===== config.mk =====
export PLATFORM = sky130hd
export DESIGN_NAME = riscv_hazard_mc_flat
export DESIGN_NICKNAME = d
export VERILOG_FILES = /design/src/rtl/riscv_hazard_mc_if.sv /design/src/rtl/riscv_hazard_mc.sv /design/src/flat_wrapper.sv
export SDC_FILE = /design/constraint.sdc
export NUM_CORES = 1
export LEC_CHECK = 0
export BUFFER_PORTS_ARGS = -buffer_cell sky130_fd_sc_hd__buf_2
export CORE_MARGIN = 1
export CORE_UTILIZATION = 42
export CTS_BUF_LIST = sky130_fd_sc_hd__clkbuf_8
export CTS_CLUSTER_SIZE = 30
export DETAILED_ROUTE_END_ITERATION = 7
export PLACE_DENSITY_LB_ADDON = 0.15
export SLEW_MARGIN = 5
export SYNTH_ARGS = -nofsm -noshare
export SYNTH_HDL_FRONTEND = slang
export SYNTH_SLANG_ARGS = --single-unit

===== constraint.sdc =====
create_clock -name clk -period 1.8 [get_ports clk]
set_input_delay 0.36 -clock clk [delete_from_list [all_inputs] [get_ports clk]]
set_output_delay 0.36 -clock clk [all_outputs]
set_load 0.005 [all_outputs]

===== src/rtl/riscv_hazard_mc_if.sv =====
// Pipeline-side signal bundle for the hazard/forwarding/multi-cycle stall controller.
// The pipeline (master) drives register addresses and control bits. The controller (slave) drives stall, flush and forwarding controls.
interface riscv_hazard_mc_if #(
  parameter int REG_AW = 5
);
  logic [REG_AW-1:0] Rs1D;
  logic [REG_AW-1:0] Rs2D;
  logic [REG_AW-1:0] Rs1E;
  logic [REG_AW-1:0] Rs2E;
  logic [REG_AW-1:0] RdE;
  logic [REG_AW-1:0] RdM;
  logic [REG_AW-1:0] RdW;
  logic              RegWriteM;
  logic              RegWriteW;
  logic              LoadE;
  logic              PCSrcE;
  logic              FPE;
  logic              FPValid;
  logic [1:0]        ForwardAE;
  logic [1:0]        ForwardBE;
  logic              StallF;
  logic              StallD;
  logic              StallE;
  logic              FlushD;
  logic              FlushE;
  logic              FlushM;
  logic              FPStart;
  logic              FPBusy;
  logic              FPTimeout;

  modport master (
    output Rs1D, Rs2D, Rs1E, Rs2E, RdE, RdM, RdW,
    output RegWriteM, RegWriteW, LoadE, PCSrcE, FPE, FPValid,
    input  ForwardAE, ForwardBE, StallF, StallD, StallE,
    input  FlushD, FlushE, FlushM, FPStart, FPBusy, FPTimeout
  );

  modport slave (
    input  Rs1D, Rs2D, Rs1E, Rs2E, RdE, RdM, RdW,
    input  RegWriteM, RegWriteW, LoadE, PCSrcE, FPE, FPValid,
    output ForwardAE, ForwardBE, StallF, StallD, StallE,
    output FlushD, FlushE, FlushM, FPStart, FPBusy, FPTimeout
  );
endinterface


===== src/rtl/riscv_hazard_mc.sv =====
// Hazard, forwarding and multi-cycle stall controller for the 5-stage RISC-V pipeline.
// An execute-stage FSM holds F/D/E while an FPU op waits for FPValid, and a watchdog bounds that wait.
module riscv_hazard_mc #(
  parameter int REG_AW  = 5,
  parameter int MAX_LAT = 16,
  parameter bit FP_EN   = 1'b1
) (
  input  logic                  clk,
  input  logic                  reset,
  riscv_hazard_mc_if.slave      hz
);

  localparam int CNT_W = $clog2(MAX_LAT + 1);
  localparam logic [CNT_W-1:0] CNT_LAST = CNT_W'(MAX_LAT - 1);

  localparam logic [0:0] ST_IDLE = 1'b0;
  localparam logic [0:0] ST_BUSY = 1'b1;

  logic [0:0]       state_q, state_d;
  logic [CNT_W-1:0] cnt_q, cnt_d;
  logic             timeout_q, timeout_d;

  logic             fp_hold;
  logic             fp_start;
  logic             lw_stall;
  logic [1:0]       fwd_a;
  logic [1:0]       fwd_b;

  // Forwarding from M takes priority over W, and x0 is never forwarded.
  function automatic logic [1:0] fwd_sel(input logic [REG_AW-1:0] rs,
                                         input logic [REG_AW-1:0] rd_m,
                                         input logic              we_m,
                                         input logic [REG_AW-1:0] rd_w,
                                         input logic              we_w);
    if (rs != '0 && we_m && rs == rd_m)      return 2'b10;
    else if (rs != '0 && we_w && rs == rd_w) return 2'b01;
    else                                     return 2'b00;
  endfunction

  assign fwd_a = fwd_sel(hz.Rs1E, hz.RdM, hz.RegWriteM, hz.RdW, hz.RegWriteW);
  assign fwd_b = fwd_sel(hz.Rs2E, hz.RdM, hz.RegWriteM, hz.RdW, hz.RegWriteW);

  assign lw_stall = hz.LoadE && (hz.RdE != '0) &&
                    ((hz.RdE == hz.Rs1D) || (hz.RdE == hz.Rs2D));

  // NOTE: every variable gets a default before the case so that no path
  // leaves it unassigned, otherwise synthesis infers a latch.
  always_comb begin
    state_d   = state_q;
    cnt_d     = cnt_q;
    timeout_d = timeout_q;
    fp_hold   = 1'b0;
    fp_start  = 1'b0;
    case (state_q)
      ST_IDLE: begin
        // FPValid is ignored here because the FPU cannot answer in the start cycle.
        if (FP_EN && hz.FPE) begin
          fp_start = 1'b1;
          fp_hold  = 1'b1;
          state_d  = ST_BUSY;
          cnt_d    = '0;
        end
      end
      ST_BUSY: begin
        if (hz.FPValid) begin
          state_d = ST_IDLE;
        end else if (cnt_q < CNT_LAST) begin
          fp_hold = 1'b1;
          cnt_d   = cnt_q + 1'b1;
        end else begin
          // The watchdog releases the pipeline. ex_mem takes whatever the FPU bus holds.
          timeout_d = 1'b1;
          state_d   = ST_IDLE;
        end
      end
      default: state_d = ST_IDLE;
    endcase
  end

  // NOTE: sequential state uses non-blocking assignments, so every register
  // samples its pre-edge inputs regardless of statement order.
  always_ff @(posedge clk) begin
    if (reset) begin
      state_q   <= ST_IDLE;
      cnt_q     <= '0;
      timeout_q <= 1'b0;
    end else begin
      state_q   <= state_d;
      cnt_q     <= cnt_d;
      timeout_q <= timeout_d;
    end
  end

  // While reset is high, all stall, flush, start and forwarding controls are forced to 0.
  always_comb begin
    hz.ForwardAE = reset ? 2'b00 : fwd_a;
    hz.ForwardBE = reset ? 2'b00 : fwd_b;
    hz.StallF    = !reset && (lw_stall || fp_hold);
    hz.StallD    = !reset && (lw_stall || fp_hold);
    hz.StallE    = !reset && fp_hold;
    hz.FlushM    = !reset && fp_hold;
    hz.FlushD    = !reset && hz.PCSrcE;
    hz.FlushE    = !reset && (lw_stall || hz.PCSrcE) && !fp_hold;
    hz.FPStart   = !reset && fp_start;
    hz.FPBusy    = FP_EN && (state_q == ST_BUSY);
    hz.FPTimeout = FP_EN && timeout_q;
  end

endmodule


===== src/flat_wrapper.sv =====
// flat-port wrapper written by rule: the top's interface ports become plain ports
module riscv_hazard_mc_flat 
#(
  parameter int REG_AW  = 5,
  parameter int MAX_LAT = 16,
  parameter bit FP_EN   = 1'b1
)
  (clk, reset, hz_Rs1D, hz_Rs2D, hz_Rs1E, hz_Rs2E, hz_RdE, hz_RdM, hz_RdW, hz_RegWriteM, hz_RegWriteW, hz_LoadE, hz_PCSrcE, hz_FPE, hz_FPValid, hz_ForwardAE, hz_ForwardBE, hz_StallF, hz_StallD, hz_StallE, hz_FlushD, hz_FlushE, hz_FlushM, hz_FPStart, hz_FPBusy, hz_FPTimeout);
  riscv_hazard_mc_if #(.REG_AW(REG_AW)) hz_i ();
  input  logic clk;
  input  logic reset;
  input wire logic [$bits(hz_i.Rs1D)-1:0] hz_Rs1D;
  input wire logic [$bits(hz_i.Rs2D)-1:0] hz_Rs2D;
  input wire logic [$bits(hz_i.Rs1E)-1:0] hz_Rs1E;
  input wire logic [$bits(hz_i.Rs2E)-1:0] hz_Rs2E;
  input wire logic [$bits(hz_i.RdE)-1:0] hz_RdE;
  input wire logic [$bits(hz_i.RdM)-1:0] hz_RdM;
  input wire logic [$bits(hz_i.RdW)-1:0] hz_RdW;
  input wire logic [$bits(hz_i.RegWriteM)-1:0] hz_RegWriteM;
  input wire logic [$bits(hz_i.RegWriteW)-1:0] hz_RegWriteW;
  input wire logic [$bits(hz_i.LoadE)-1:0] hz_LoadE;
  input wire logic [$bits(hz_i.PCSrcE)-1:0] hz_PCSrcE;
  input wire logic [$bits(hz_i.FPE)-1:0] hz_FPE;
  input wire logic [$bits(hz_i.FPValid)-1:0] hz_FPValid;
  output wire logic [$bits(hz_i.ForwardAE)-1:0] hz_ForwardAE;
  output wire logic [$bits(hz_i.ForwardBE)-1:0] hz_ForwardBE;
  output wire logic [$bits(hz_i.StallF)-1:0] hz_StallF;
  output wire logic [$bits(hz_i.StallD)-1:0] hz_StallD;
  output wire logic [$bits(hz_i.StallE)-1:0] hz_StallE;
  output wire logic [$bits(hz_i.FlushD)-1:0] hz_FlushD;
  output wire logic [$bits(hz_i.FlushE)-1:0] hz_FlushE;
  output wire logic [$bits(hz_i.FlushM)-1:0] hz_FlushM;
  output wire logic [$bits(hz_i.FPStart)-1:0] hz_FPStart;
  output wire logic [$bits(hz_i.FPBusy)-1:0] hz_FPBusy;
  output wire logic [$bits(hz_i.FPTimeout)-1:0] hz_FPTimeout;
  assign hz_i.Rs1D = hz_Rs1D;
  assign hz_i.Rs2D = hz_Rs2D;
  assign hz_i.Rs1E = hz_Rs1E;
  assign hz_i.Rs2E = hz_Rs2E;
  assign hz_i.RdE = hz_RdE;
  assign hz_i.RdM = hz_RdM;
  assign hz_i.RdW = hz_RdW;
  assign hz_i.RegWriteM = hz_RegWriteM;
  assign hz_i.RegWriteW = hz_RegWriteW;
  assign hz_i.LoadE = hz_LoadE;
  assign hz_i.PCSrcE = hz_PCSrcE;
  assign hz_i.FPE = hz_FPE;
  assign hz_i.FPValid = hz_FPValid;
  assign hz_ForwardAE = hz_i.ForwardAE;
  assign hz_ForwardBE = hz_i.ForwardBE;
  assign hz_StallF = hz_i.StallF;
  assign hz_StallD = hz_i.StallD;
  assign hz_StallE = hz_i.StallE;
  assign hz_FlushD = hz_i.FlushD;
  assign hz_FlushE = hz_i.FlushE;
  assign hz_FlushM = hz_i.FlushM;
  assign hz_FPStart = hz_i.FPStart;
  assign hz_FPBusy = hz_i.FPBusy;
  assign hz_FPTimeout = hz_i.FPTimeout;
  riscv_hazard_mc #(.REG_AW(REG_AW), .MAX_LAT(MAX_LAT), .FP_EN(FP_EN)) u_core (.clk(clk), .reset(reset), .hz(hz_i));
endmodule

==> key figures <==
Synthesis
  • Top-area cell type share of the netlist area: 17.6%
  • Yosys cell types: 28
  • Synth Cell Area: 798 um2
  • Yosys reg bits: 7
  • Post-Syn Nets: 141
  • Largest cells by area after synthesis: dfxtp_1, xnor2_1, xor2_1
  • Sequential area share after synthesis: 17.6%
  • Post-Synthesis Cells: 97
  • Syn avg cell area: 8.23 um2
  • Cell accounting for the most synthesized area: dfxtp_1
  • Syn. warnings: 0

Die
  • Die width: 45.6 um
  • Die Area: 2080 um2
  • Core Region: 1750 um2
  • Ports: 56
  • Placement row count: 15
  • Starting Density: 45.7%
  • Die Height: 45.6 um

Timing
  • Max Slew Vio Count: 0
  • Setup TNS: -0.272 ns
  • Maximum clock rate: 0.514 GHz
  • Period utilization: 108%
  • Unrepaired setup endpoints after global routing: yes
  • Worst Tran Pin Value: 0.297 ns
  • Final Hold Viols: 0
  • Clock skew: 0.00185 ns
  • Hold Slack: 0.443 ns
  • Final worst slack: -0.146 ns
  • Fin crit period: 1.95 ns
  • Max_slew headroom: 80.1%
  • Final number of setup-violating endpoints: 3

Setup path
  • CP Launch Type: primary input
  • Worst setup EP type: primary output
  • CP top delay family: simple AND/OR/NAND/NOR gates
  • Path depth of the worst reg2reg path: 5
  • Max Fanout on Critical Path: 2
  • Buffers plus inverters on the worst setup path: 2
  • Reg2Reg Capture Point: u_core.cnt_q[3]
  • Critical Path, Cell by Cell: buf_2 > or4_4 > nor2_4 > nor4_2 > nor4_2 > buf_2
  • Slowest Stage Delay on Critical Path: 0.54 ns
  • CP arrival: 1.59 ns
  • Worst Path Required: 1.44 ns
  • R2r setup slk: 0.54 ns
  • Slowest cell on the critical path: or4_4
  • R2R Path Start: u_core.hz.FPBusy
  • Critical path class: primary input to primary output

Detailed routing
  • Final WL: 2250 um
  • DR vias: 945
  • Routed WL per cell: 11.7 um
  • Drt via density: 4.92
  • TritonRoute pass-1 iters: 4
  • # DRC: 0
  • Number of DRC markers in iteration 0: 10
  • Antenna viol nets, final: 0

Finish
  • Commonest cells after routing, fill and taps aside: buf_2, xor2_1, xnor2_1, buf_4, nor2_1
  • Antenna cells: 0
  • Layout area overhead: 61.8%
  • NumNets Final: 212
  • Ratio of cells with drive above 1 in the final layout: 54.5%
  • Leading cell type in the layout, fill and taps excluded: buf_2
  • Design Area, Final: 1290 um2
  • # fillers: 143
  • Non-Filler Instances: 192

Hold path
  • Hold WC Path Type: primary input to register
  • Hold Path Depth: 4
  • Worst hold start: hz_FPE
  • Worst Hold End: u_core.cnt_q[4]

Clock network
  • Sink Count: 7
  • Max Root-Sink Buffers: 2
  • Cts hold-fix bufs: 0
  • Clk Latency, worst-skew pair: 0.23 ns
  • Clock-pin slew on the worst setup and hold paths: 0.04 ns
  • H-Tree Depth: 1
  • CTS tree: built
  • Root Buffer: clkbuf_8
  • Num CTS Buffers: 3

Pwr
  • Pwr/cell area: 469 nW/um2
  • Worst vdd ir: 0.302 mV
  • Clk pwr share: 35.8%
  • LEAKAGE: 0.601 nW
  • Switch Pwr: 0.178 mW
  • Pwr Total: 0.606 mW
  • Combinational cell fraction of total power: 37.4%
  • Sw Ratio: 29.3%
  • Internal: 0.428 mW
  • Sequential share of power: 26.8%

Global routing
  • First-pass GRT wire length: 3390 um
  • Total gr overflow: 0
  • Pin count of the biggest net entering global routing: 17
  • GRT Total Usage: 22.3%
  • Vias in the first global route: 884
  • Initial antenna violation count: 0

Placement
  • DP Area: 1180 um2
  • GP Congestion: 0.749
  • DP HPWL: 1810 um
  • Placed cells: 186
  • Port buffer count: 55

Run
  • Max cap viols: 0

Status
  • Failing checks: setup timing
  • Status: complete, but fails checks
[power by group through the flow]
stage	Combinational [mW]	Sequential, mW	Clock [mW]
after floorplan	0.0996	0.164	0
after global placement	0.203	0.164	0
after detailed placement	0.206	0.164	0
after CTS	0.213	0.162	0.221
after global routing	0.249	0.163	0.231
final	0.226	0.162	0.217
[what timing repair did]
item	in CTS	in global routing
pin swaps	1	4
buffers inserted	2	0
gates resized for setup	2	11
setup endpoints to repair	3	9
[registers in the layout, indices dropped and copies added (netlist names)]
name                 count
u_core.cnt_q             5
u_core.hz.FPBusy         1
u_core.hz.FPTimeout      1
[cell families after synthesis]
logic type | count (synthesis) | synth area share (%)
simple gates | 42 | 33.7
xor+xnor | 30 | 32.9
compound gates | 11 | 9.72
flops | 7 | 17.6
buf+inv | 5 | 3.29
mux | 1 | 1.25
fa+ha+maj | 1 | 1.57
[per-stage QoR]
stage | utilization (%) | setup slack (ns)
4_1_cts | 71.3 | -0.153
5_1_grt | 74.0 | -0.193
6_report | 74.0 | -0.146
3_5_place_dp | 67.4 | -0.142
3_3_place_gp | 67.4 | -0.126
2_1_floorplan | - | 0.118
[synth_stat cells]
cell type / number
a311oi_1: 1
buf_4: 2
a31oi_1: 1
a22oi_1: 2
clkbuf_1: 1
and2_1: 1
xnor2_1: 16
nand2_1: 5
nor3_1: 4
nand4b_1: 1
a21oi_2: 1
nor4_2: 4
xor2_1: 14
nor2_1: 10
a21oi_1: 2
nand4_1: 5
nor2_4: 2
mux2i_1: 1
inv_1: 2
or4_4: 2
nor2b_1: 6
nand3b_1: 1
dfxtp_1: 7
a41oi_1: 2
o21ai_0: 1
ha_1: 1
nand2b_1: 1
o22ai_1: 1
[worst reg2reg max path, stage by stage (launching register included)]
cell and delay, ns:
dfxtp_1 0.36, nor2b_2 0.21, buf_4 0.14, and2_1 0.21, a41oi_1 0.13, nor3_1 0.13
[final cells by class]
| cell class | instances | area, um2 | area share (%) |
|---|---|---|---|
| clock buffers | 3 | 41.3 | 3.20 |
| clock inverters | 1 | 3.75 | 0.291 |
| inverters | 2 | 7.51 | 0.581 |
| multi-input cells | 85 | 673 | 52.1 |
| flip-flops and latches | 7 | 144 | 11.1 |
| well taps | 25 | 31.3 | 2.42 |
| repair buffers | 69 | 390 | 30.2 |
[per-layer routing]
| layer | share of wire [%] | vias to the layer above | GRT usage, % |
|---|---|---|---|
| met2 | 54 | 33 | 41.7 |
| met1 | 40 | 426 | 24.2 |
| li1 | - | 482 | - |
| met3 | 4.6 | 4 | 4.76 |
| met4 | 1.8 | 0 | 7.88 |
| met5 | 0 | - | 0 |
[how the worst max path moves through the flow]
stage,slack [ns],cells after the start,endpoint,from
after global routing,-0.19,6,hz_ForwardBE[0],hz_Rs2E[0]
after global placement,-0.13,6,hz_ForwardBE[0],hz_Rs2E[0]
after detailed placement,-0.14,6,hz_ForwardBE[0],hz_Rs2E[0]
after floorplan,0.12,4,hz_ForwardAE[0],hz_Rs1E[2]
after CTS,-0.15,6,hz_ForwardBE[0],hz_Rs2E[0]
final,-0.15,6,hz_ForwardBE[0],hz_Rs2E[0]
(Power assumes the default switching activity.)
